===== config.mk =====
export PLATFORM = sky130hd
export DESIGN_NAME = tdd_trig_mc_flat
export DESIGN_NICKNAME = d
export VERILOG_FILES = /design/src/rtl/tdd_trig_mc_if.sv /design/src/rtl/tdd_trig_mc.sv /design/src/flat_wrapper.sv
export SDC_FILE = /design/constraint.sdc
export NUM_CORES = 1
export LEC_CHECK = 0
export BUFFER_PORTS_ARGS = -buffer_cell sky130_fd_sc_hd__buf_2
export CORE_MARGIN = 8
export CORE_UTILIZATION = 56
export CTS_CLUSTER_DIAMETER = 200
export DETAILED_ROUTE_END_ITERATION = 8
export PLACE_DENSITY_LB_ADDON = 0.05
export SLEW_MARGIN = 10
export SYNTH_ARGS = -nofsm -noshare
export SYNTH_HDL_FRONTEND = slang
export SYNTH_SLANG_ARGS = --single-unit

===== constraint.sdc =====
create_clock -name clk -period 5.87 [get_ports clk]
set_input_delay 1.174 -clock clk [delete_from_list [all_inputs] [get_ports clk]]
set_output_delay 1.174 -clock clk [all_outputs]
set_load 0.1 [all_outputs]

===== src/rtl/tdd_trig_mc_if.sv =====
`default_nettype none
// +--------------------------------------------------------------------------+
// | Module   : tdd_trig_mc_if                                                |
// | Purpose  : Configuration / trigger bundle for the TDD trigger generator. |
// |            The master side drives configuration and PPS. The slave side  |
// |            (tdd_trig_mc) returns the trigger pins and status.            |
// | Signals  : pps_start, calibration_enable, sync_enable, rx_ahead_time,    |
// |            rx_delay_time, burst_count, pulse_width, ch_enable, ch_offset |
// |            (master -> slave); trig_rf_gpio, busy, frame_cnt, cfg_err     |
// |            (slave -> master)                                             |
// | Revision : 1.0  initial release                                          |
// +--------------------------------------------------------------------------+
interface tdd_trig_mc_if #(
    parameter int NUM_CH = 4,
    parameter int CNT_W  = 32
) ();
    logic                    pps_start;
    logic                    calibration_enable;
    logic                    sync_enable;
    logic [31:0]             rx_ahead_time;
    logic [31:0]             rx_delay_time;
    logic [15:0]             burst_count;
    logic [7:0]              pulse_width;
    logic [NUM_CH-1:0]       ch_enable;
    logic [NUM_CH*CNT_W-1:0] ch_offset;
    logic [NUM_CH-1:0]       trig_rf_gpio;
    logic                    busy;
    logic [15:0]             frame_cnt;
    logic                    cfg_err;

    modport master (
        output pps_start, calibration_enable, sync_enable, rx_ahead_time,
               rx_delay_time, burst_count, pulse_width, ch_enable, ch_offset,
        input  trig_rf_gpio, busy, frame_cnt, cfg_err
    );

    modport slave (
        input  pps_start, calibration_enable, sync_enable, rx_ahead_time,
               rx_delay_time, burst_count, pulse_width, ch_enable, ch_offset,
        output trig_rf_gpio, busy, frame_cnt, cfg_err
    );
endinterface
`default_nettype wire


===== src/rtl/tdd_trig_mc.sv =====
`default_nettype none
// +--------------------------------------------------------------------------+
// | Module   : tdd_trig_mc                                                   |
// | Purpose  : Multi-channel TDD trigger generator. Arms on a PPS rising     |
// |            edge, waits a computed first-frame delay, then emits one      |
// |            pulse per enabled channel at a per-channel offset inside      |
// |            every frame. It runs for 1 frame, 1+burst_count frames, or    |
// |            until calibration_enable drops.                               |
// | Ports    : clk  - sample clock                                           |
// |            rst  - synchronous active-high reset                          |
// |            bus  - tdd_trig_mc_if.slave (config in, triggers/status out)  |
// | Revision : 1.0  initial release                                          |
// +--------------------------------------------------------------------------+
module tdd_trig_mc #(
    parameter int NUM_CH     = 4,
    parameter int CNT_W      = 32,
    parameter int RX_FREQ    = 122880,
    parameter int RF_ADVANCE = 800
) (
    input  logic          clk,
    input  logic          rst,
    tdd_trig_mc_if.slave  bus
);

    // Delay arithmetic is wide enough for both the 32-bit inputs and the
    // counter width, plus a sign bit and an overflow bit.
    localparam int               c_DW       = ((CNT_W > 32) ? CNT_W : 32) + 2;
    localparam logic [CNT_W:0]   c_PERIOD   = (CNT_W+1)'(RX_FREQ * 10);
    localparam logic [CNT_W-1:0] c_PLAST    = CNT_W'(RX_FREQ * 10 - 1);
    localparam logic [c_DW-1:0]  c_PERIOD_D = c_DW'(RX_FREQ * 10);
    localparam logic [c_DW-1:0]  c_ADV_D    = c_DW'(RF_ADVANCE);

    localparam logic [1:0] c_ST_IDLE = 2'd0;
    localparam logic [1:0] c_ST_WAIT = 2'd1;
    localparam logic [1:0] c_ST_RUN  = 2'd2;

    logic [1:0]        r_state;
    logic              r_pps_d;
    logic [CNT_W-1:0]  r_dly;
    logic [CNT_W-1:0]  r_p;
    logic [15:0]       r_fcnt;
    logic [15:0]       r_remain;
    logic              r_unlim;
    logic [NUM_CH-1:0] r_en;
    logic [CNT_W:0]    r_w_ext;
    logic [CNT_W-1:0]  r_off [NUM_CH];
    logic              r_cfg_err;
    logic [NUM_CH-1:0] r_trig;
    logic              r_busy;
    logic [15:0]       r_fcnt_o;

    logic              w_arm;
    logic              w_abort;
    logic [c_DW-1:0]   w_d;
    logic              w_d_err;
    logic [7:0]        w_w_eff;
    logic [CNT_W:0]    w_w_ext;
    logic [CNT_W-1:0]  w_off_in [NUM_CH];
    logic [NUM_CH-1:0] w_off_bad;
    logic [NUM_CH-1:0] w_hit;
    logic [15:0]       w_fcnt_inc;

    assign w_arm   = (r_state == c_ST_IDLE) && bus.pps_start && !r_pps_d
                     && bus.calibration_enable;
    assign w_abort = (r_state != c_ST_IDLE) && !bus.calibration_enable;

    // First-frame delay; negative (sign bit) or >= 2^CNT_W is a config error.
    assign w_d     = c_PERIOD_D - c_DW'(bus.rx_ahead_time)
                     + c_DW'(bus.rx_delay_time) - c_ADV_D;
    assign w_d_err = w_d[c_DW-1] | (|w_d[c_DW-2:CNT_W]);

    assign w_w_eff = (bus.pulse_width == 8'd0) ? 8'd1 : bus.pulse_width;
    assign w_w_ext = (CNT_W+1)'(w_w_eff);

    assign w_fcnt_inc = (r_fcnt == 16'hFFFF) ? r_fcnt : r_fcnt + 16'd1;

    generate
        for (genvar gi = 0; gi < NUM_CH; gi++) begin : g_ch
            assign w_off_in[gi]  = bus.ch_offset[gi*CNT_W +: CNT_W];
            // A pulse must fit inside one frame; one that would straddle the wrap is masked.
            assign w_off_bad[gi] = (({1'b0, w_off_in[gi]} + w_w_ext) > c_PERIOD);
            assign w_hit[gi]     = r_en[gi]
                                   && (r_p >= r_off[gi])
                                   && ({1'b0, r_p} < ({1'b0, r_off[gi]} + r_w_ext));
        end
    endgenerate

    // Control path: arm, first-delay count, phase counter, frame accounting.
    always_ff @(posedge clk) begin
        if (rst) begin
            r_state   <= c_ST_IDLE;
            r_pps_d   <= 1'b0;
            r_dly     <= '0;
            r_p       <= '0;
            r_fcnt    <= '0;
            r_remain  <= '0;
            r_unlim   <= 1'b0;
            r_en      <= '0;
            r_w_ext   <= '0;
            r_cfg_err <= 1'b0;
            for (int i = 0; i < NUM_CH; i++) r_off[i] <= '0;
        end else begin
            // Edge history runs in every state so a level held across busy never arms.
            r_pps_d <= bus.pps_start;
            case (r_state)
                c_ST_IDLE: begin
                    if (w_arm) begin
                        r_en      <= bus.ch_enable & ~w_off_bad;
                        r_w_ext   <= w_w_ext;
                        for (int i = 0; i < NUM_CH; i++) r_off[i] <= w_off_in[i];
                        r_unlim   <= !bus.sync_enable && (bus.burst_count == 16'd0);
                        r_remain  <= bus.sync_enable ? 16'd0 : bus.burst_count;
                        r_cfg_err <= w_d_err | (|w_off_bad);
                        r_p       <= '0;
                        r_dly     <= w_d[CNT_W-1:0];
                        if (w_d_err) begin
                            r_fcnt <= 16'd0;
                        end else if (w_d[CNT_W-1:0] == '0) begin
                            // Zero delay: the arm edge itself is the first boundary.
                            r_fcnt  <= 16'd1;
                            r_state <= c_ST_RUN;
                        end else begin
                            r_fcnt  <= 16'd0;
                            r_state <= c_ST_WAIT;
                        end
                    end
                end
                c_ST_WAIT: begin
                    if (w_abort) begin
                        r_state <= c_ST_IDLE;
                    end else if (r_dly == CNT_W'(1)) begin
                        r_state <= c_ST_RUN;
                        r_p     <= '0;
                        r_fcnt  <= w_fcnt_inc;
                    end else begin
                        r_dly <= r_dly - CNT_W'(1);
                    end
                end
                c_ST_RUN: begin
                    if (w_abort) begin
                        r_state <= c_ST_IDLE;
                    end else if (r_p == c_PLAST) begin
                        r_p <= '0;
                        if (!r_unlim && (r_remain == 16'd0)) begin
                            r_state <= c_ST_IDLE;
                        end else begin
                            r_fcnt <= w_fcnt_inc;
                            if (!r_unlim) r_remain <= r_remain - 16'd1;
                        end
                    end else begin
                        r_p <= r_p + CNT_W'(1);
                    end
                end
                default: r_state <= c_ST_IDLE;
            endcase
        end
    end

    // Output register stage. An abort clears the pins on the same edge that
    // sees calibration_enable low, so nothing from the lagging stage leaks out.
    always_ff @(posedge clk) begin
        if (rst) begin
            r_trig   <= '0;
            r_busy   <= 1'b0;
            r_fcnt_o <= '0;
        end else begin
            r_fcnt_o <= r_fcnt;
            if (w_abort) begin
                r_trig <= '0;
                r_busy <= 1'b0;
            end else begin
                r_trig <= (r_state == c_ST_RUN) ? w_hit : '0;
                r_busy <= (r_state != c_ST_IDLE);
            end
        end
    end

    assign bus.trig_rf_gpio = r_trig;
    assign bus.busy         = r_busy;
    assign bus.frame_cnt    = r_fcnt_o;
    assign bus.cfg_err      = r_cfg_err;

endmodule
`default_nettype wire

===== src/flat_wrapper.sv =====
// flat-port wrapper written by rule: the top's interface ports become plain ports
module tdd_trig_mc_flat 
#(
    parameter int NUM_CH     = 4,
    parameter int CNT_W      = 32,
    parameter int RX_FREQ    = 122880,
    parameter int RF_ADVANCE = 800
)
  (clk, rst, bus_pps_start, bus_calibration_enable, bus_sync_enable, bus_rx_ahead_time, bus_rx_delay_time, bus_burst_count, bus_pulse_width, bus_ch_enable, bus_ch_offset, bus_trig_rf_gpio, bus_busy, bus_frame_cnt, bus_cfg_err);
  tdd_trig_mc_if #(.NUM_CH(NUM_CH), .CNT_W(CNT_W)) bus_i ();
  input  logic clk;
  input  logic rst;
  input wire logic [$bits(bus_i.pps_start)-1:0] bus_pps_start;
  input wire logic [$bits(bus_i.calibration_enable)-1:0] bus_calibration_enable;
  input wire logic [$bits(bus_i.sync_enable)-1:0] bus_sync_enable;
  input wire logic [$bits(bus_i.rx_ahead_time)-1:0] bus_rx_ahead_time;
  input wire logic [$bits(bus_i.rx_delay_time)-1:0] bus_rx_delay_time;
  input wire logic [$bits(bus_i.burst_count)-1:0] bus_burst_count;
  input wire logic [$bits(bus_i.pulse_width)-1:0] bus_pulse_width;
  input wire logic [$bits(bus_i.ch_enable)-1:0] bus_ch_enable;
  input wire logic [$bits(bus_i.ch_offset)-1:0] bus_ch_offset;
  output wire logic [$bits(bus_i.trig_rf_gpio)-1:0] bus_trig_rf_gpio;
  output wire logic [$bits(bus_i.busy)-1:0] bus_busy;
  output wire logic [$bits(bus_i.frame_cnt)-1:0] bus_frame_cnt;
  output wire logic [$bits(bus_i.cfg_err)-1:0] bus_cfg_err;
  assign bus_i.pps_start = bus_pps_start;
  assign bus_i.calibration_enable = bus_calibration_enable;
  assign bus_i.sync_enable = bus_sync_enable;
  assign bus_i.rx_ahead_time = bus_rx_ahead_time;
  assign bus_i.rx_delay_time = bus_rx_delay_time;
  assign bus_i.burst_count = bus_burst_count;
  assign bus_i.pulse_width = bus_pulse_width;
  assign bus_i.ch_enable = bus_ch_enable;
  assign bus_i.ch_offset = bus_ch_offset;
  assign bus_trig_rf_gpio = bus_i.trig_rf_gpio;
  assign bus_busy = bus_i.busy;
  assign bus_frame_cnt = bus_i.frame_cnt;
  assign bus_cfg_err = bus_i.cfg_err;
  tdd_trig_mc #(.NUM_CH(NUM_CH), .CNT_W(CNT_W), .RX_FREQ(RX_FREQ), .RF_ADVANCE(RF_ADVANCE)) u_core (.clk(clk), .rst(rst), .bus(bus_i));
endmodule

==> flow_summary.json <==
{
  "status": "finished, final reports clean",
  "busiest_layer": "met2",
  "synth.distinct_cells": 92,
  "startpoint_type": "input port",
  "ys_seq_area_share_pct": 24.57,
  "first_iter_violations": 1631,
  "worst-setup-path-type": "input port to flop",
  "maxCapViolCount": 0,
  "portBuffers": 246,
  "max_freq_mhz": 178.7,
  "die_x_um": 233.8,
  "syn_nets": 3868,
  "design_area_sq_mm": 0.03017,
  "yosysWarnings": 0,
  "met2_usage_pct": 47.11,
  "peakVddDrop_v": 0.0001956,
  "placed_area_sq_mm": 0.02914,
  "setup_viol": 0,
  "die-area_sq_mm": 0.05466,
  "grtUsageMet1_pct": 37.99,
  "placementRows": 80,
  "gp_congestion": 0.9300,
  "die_h_um": 233.8,
  "cpMaxStageDelayCell": "or4_1",
  "crit_buf_inv": 3,
  "end_kind": "flop",
  "power.density_mw_per_mm2": 255.5,
  "avgRoutedWirePerCell_um": 19.00,
  "synth_area_sq_mm": 0.02656,
  "hold_path.class": "flop to flop",
  "htree_levels": 1,
  "clock_sinks": 262,
  "io_pins": 247,
  "start_util_pct": 56.23,
  "antenna_left": 0,
  "via_count": 25443,
  "finalHoldViolCount": 0,
  "nNetsFinal": 4177,
  "routed_wl_um": 79660,
  "power_mw": 7.709,
  "syn-instance-count": 3244,
  "grt_use_met3_pct": 3.859,
  "coreArea_sq_mm": 0.04725,
  "clk_pin_slew_worst_paths_ps": 60,
  "synth_edf_count": 128,
  "ys_seq_elements": 262,
  "worst_pin_slew_ps": 1137,
  "overflow": 0,
  "fin_ws_ps": 274.8,
  "cts_tree": "built",
  "slew_headroom_pct": 24.22,
  "slew_viol_final": 0,
  "dpl.hpwl_um": 64230,
  "timing.critical_path.slowest_cell_delay_ps": 580,
  "post-place-ws_ps": -413.2,
  "grt_usage_pct": 28.36,
  "drt_pass1_iterations": 7,
  "p_leak_nw": 13.39,
  "viasPerCell": 6.069,
  "crit_family": "simple AND/OR/NAND/NOR gates",
  "utilization_pct": 63.86,
  "tns_ps": 0,
  "synthFlopType": "dfxtp_1",
  "area_growth_pct": 13.57,
  "syn_area_per_cell_sq_um": 8.189,
  "drive_gt1_share_pct": 13.03,
  "drc": 0,
  "post-route-period-util_pct": 95.32,
  "worstPathRequired_ps": 6380,
  "synthArstFlopShare_pct": 0,
  "crit_arrival_ps": 6100,
  "grt_pass1_wl_um": 127300,
  "grt_pass1_vias": 25265,
  "antenna_found_initial": 0,
  "max-clock-path-buffers": 3,
  "cp_cell_sequence": "buf_2 -> or4_1 -> nor2_1 -> nand2_1 -> a31oi_4 -> nor2b_1 -> nand2b_1 -> and2_1 -> nand2b_1 -> xnor2_1 -> ha_1 -> inv_1 -> ha_1 -> nand2_1 -> nor2_1 -> nand2_1 -> buf_4 -> nor3_1 -> nor2_1 -> xor2_1 -> nand4b_1 -> nor3_4 -> or4b_1 -> a21oi_1",
  "clk_latency_ps": 590,
  "path_max_fanout": 4,
  "fin_skew_ps": 21.72,
  "clock-root-buffer": "clkbuf_16",
  "cts_buffers": 29,
  "min_period_ps": 5595,
  "grt_max_degree": 78
}
-- cell families after synthesis --
logic type	Yosys count	synth area share, %
muxes	16	0.6453
xor gates and xnor gates	236	7.781
AOI/OAI and AO/OA	784	19.60
adders and majority gates	399	19.05
buffers and inverters	374	5.313
and+or+nand+nor	1173	23.05
DFF	262	24.57
-- final timing paths --
kind	from	end	slack, ps	depth (start not counted)
max	bus_rx_ahead_time[6]	u_core.r_fcnt[0]$_SDFFE_PP0P_	270	24
min	u_core.r_en[3]$_SDFFE_PP0P_	u_core.bus.trig_rf_gpio[3]$_SDFF_PP0_	460	2
max reg2reg	u_core.r_w_ext[1]$_SDFFE_PP0P_	u_core.bus.trig_rf_gpio[2]$_SDFF_PP0_	940	19
min reg2reg	u_core.r_en[3]$_SDFFE_PP0P_	u_core.bus.trig_rf_gpio[3]$_SDFF_PP0_	460	2
-- metal layers --
metal	share of wire [%]	vias up
met4	2.9	0
met5	0	-
li1	-	12468
met3	6.6	147
met1	45	12068
met2	45	760
-- per-stage QoR --
step                      hold slack [ps]  instances
after global placement              437.5       4135
after floorplan                     415.8       3244
final                               458.5       4192
after detailed placement            449.5       4135
after global routing                480.4       4191
after CTS                           458.4       4189
-- layout by cell type (no fill, tap or decap), drive strengths merged, types with 16 or more instances in the layout --
cell	synthesis	layout
a21o	93	93
dfxtp	134	134
nor2b	62	62
nor4	42	42
a211oi	54	54
o21ai	152	152
or3	29	29
nand2b	52	52
ha	390	390
clkbuf	81	35
o211ai	17	17
nand2	202	202
nor2	226	226
o31ai	16	16
nor3	122	122
inv	289	293
and4	17	17
o21bai	28	28
xnor2	176	176
o21a	21	21
edfxtp	128	128
and3	42	42
nand4	85	85
and2	112	112
a22oi	26	26
nand3	121	121
buf	4	363
a21oi	204	204
a31oi	20	20
xor2	60	60
-- power by group --
group	total (mW)	leakage [nW]	switching, mW	internal, mW
logic	3.46	10.5	2.10	1.36
clock network	1.83	0.473	0.794	1.04
registers	2.42	2.44	0.238	2.18
total	7.71	13.4	3.13	4.58
-- cell type report --
cell class | instances | area, sq um
antenna | 1 | 2.502
clock buffer | 35 | 778.2
clock inverter | 19 | 171.4
fill | 4120 | 17080
inverter | 289 | 1087
multi-input combinational | 2608 | 18690
sequential | 262 | 6526
tap | 615 | 769.5
timing repair buffer | 363 | 2142
-- synthesized netlist by cell type, drive strengths merged (15+ instances only) --
library cell / n / area share [%]
or4: 15 / 0.45
inv: 289 / 4.1
and2: 112 / 2.6
clkbuf: 81 / 1.1
o22ai: 15 / 0.35
xor2: 60 / 2.0
o21a: 21 / 0.60
or3: 29 / 0.69
a31oi: 20 / 0.47
a211oi: 54 / 1.5
nor2b: 62 / 1.5
o21ai: 152 / 2.9
xnor2: 176 / 5.8
nand2b: 52 / 1.2
o21bai: 28 / 0.79
and4: 17 / 0.57
a21o: 93 / 2.6
dfxtp: 134 / 10
nor4: 42 / 1.0
a22oi: 26 / 0.73
nor3: 122 / 2.3
nor2: 226 / 3.2
nand2: 202 / 2.9
nand4: 85 / 2.0
edfxtp: 128 / 14
a21oi: 204 / 3.9
ha: 390 / 18
o211ai: 17 / 0.48
o31ai: 16 / 0.45
and3: 42 / 0.99
nand3: 121 / 2.3
-- tightest hold or removal path, stage by stage, from the launching register on --
cell,delay [ps]
dfxtp_1,310
nand2_1,60
a211oi_1,40
-- state kept, by name (all words and copies together) (netlist names) --
name                     flops
u_core.r_unlim               1
u_core.r_dly                32
u_core.r_pps_d               1
u_core.bus.trig_rf_gpio      4
u_core.r_off               128
u_core.bus.frame_cnt        16
u_core.bus.cfg_err           1
u_core.r_fcnt               16
u_core.r_remain             16
u_core.r_p                  32
u_core.r_en                  4
u_core.r_state               2
u_core.r_w_ext               8
u_core.bus.busy              1
-- timing repair --
action                                  CTS  global route
setup buffers                             0             1
hold buffers                              0             0
endpoints found under the setup margin    0             3
hold endpoints to repair                  0             0
resized for setup                         0            11
Note: power is estimated with default switching activity, not from simulation.
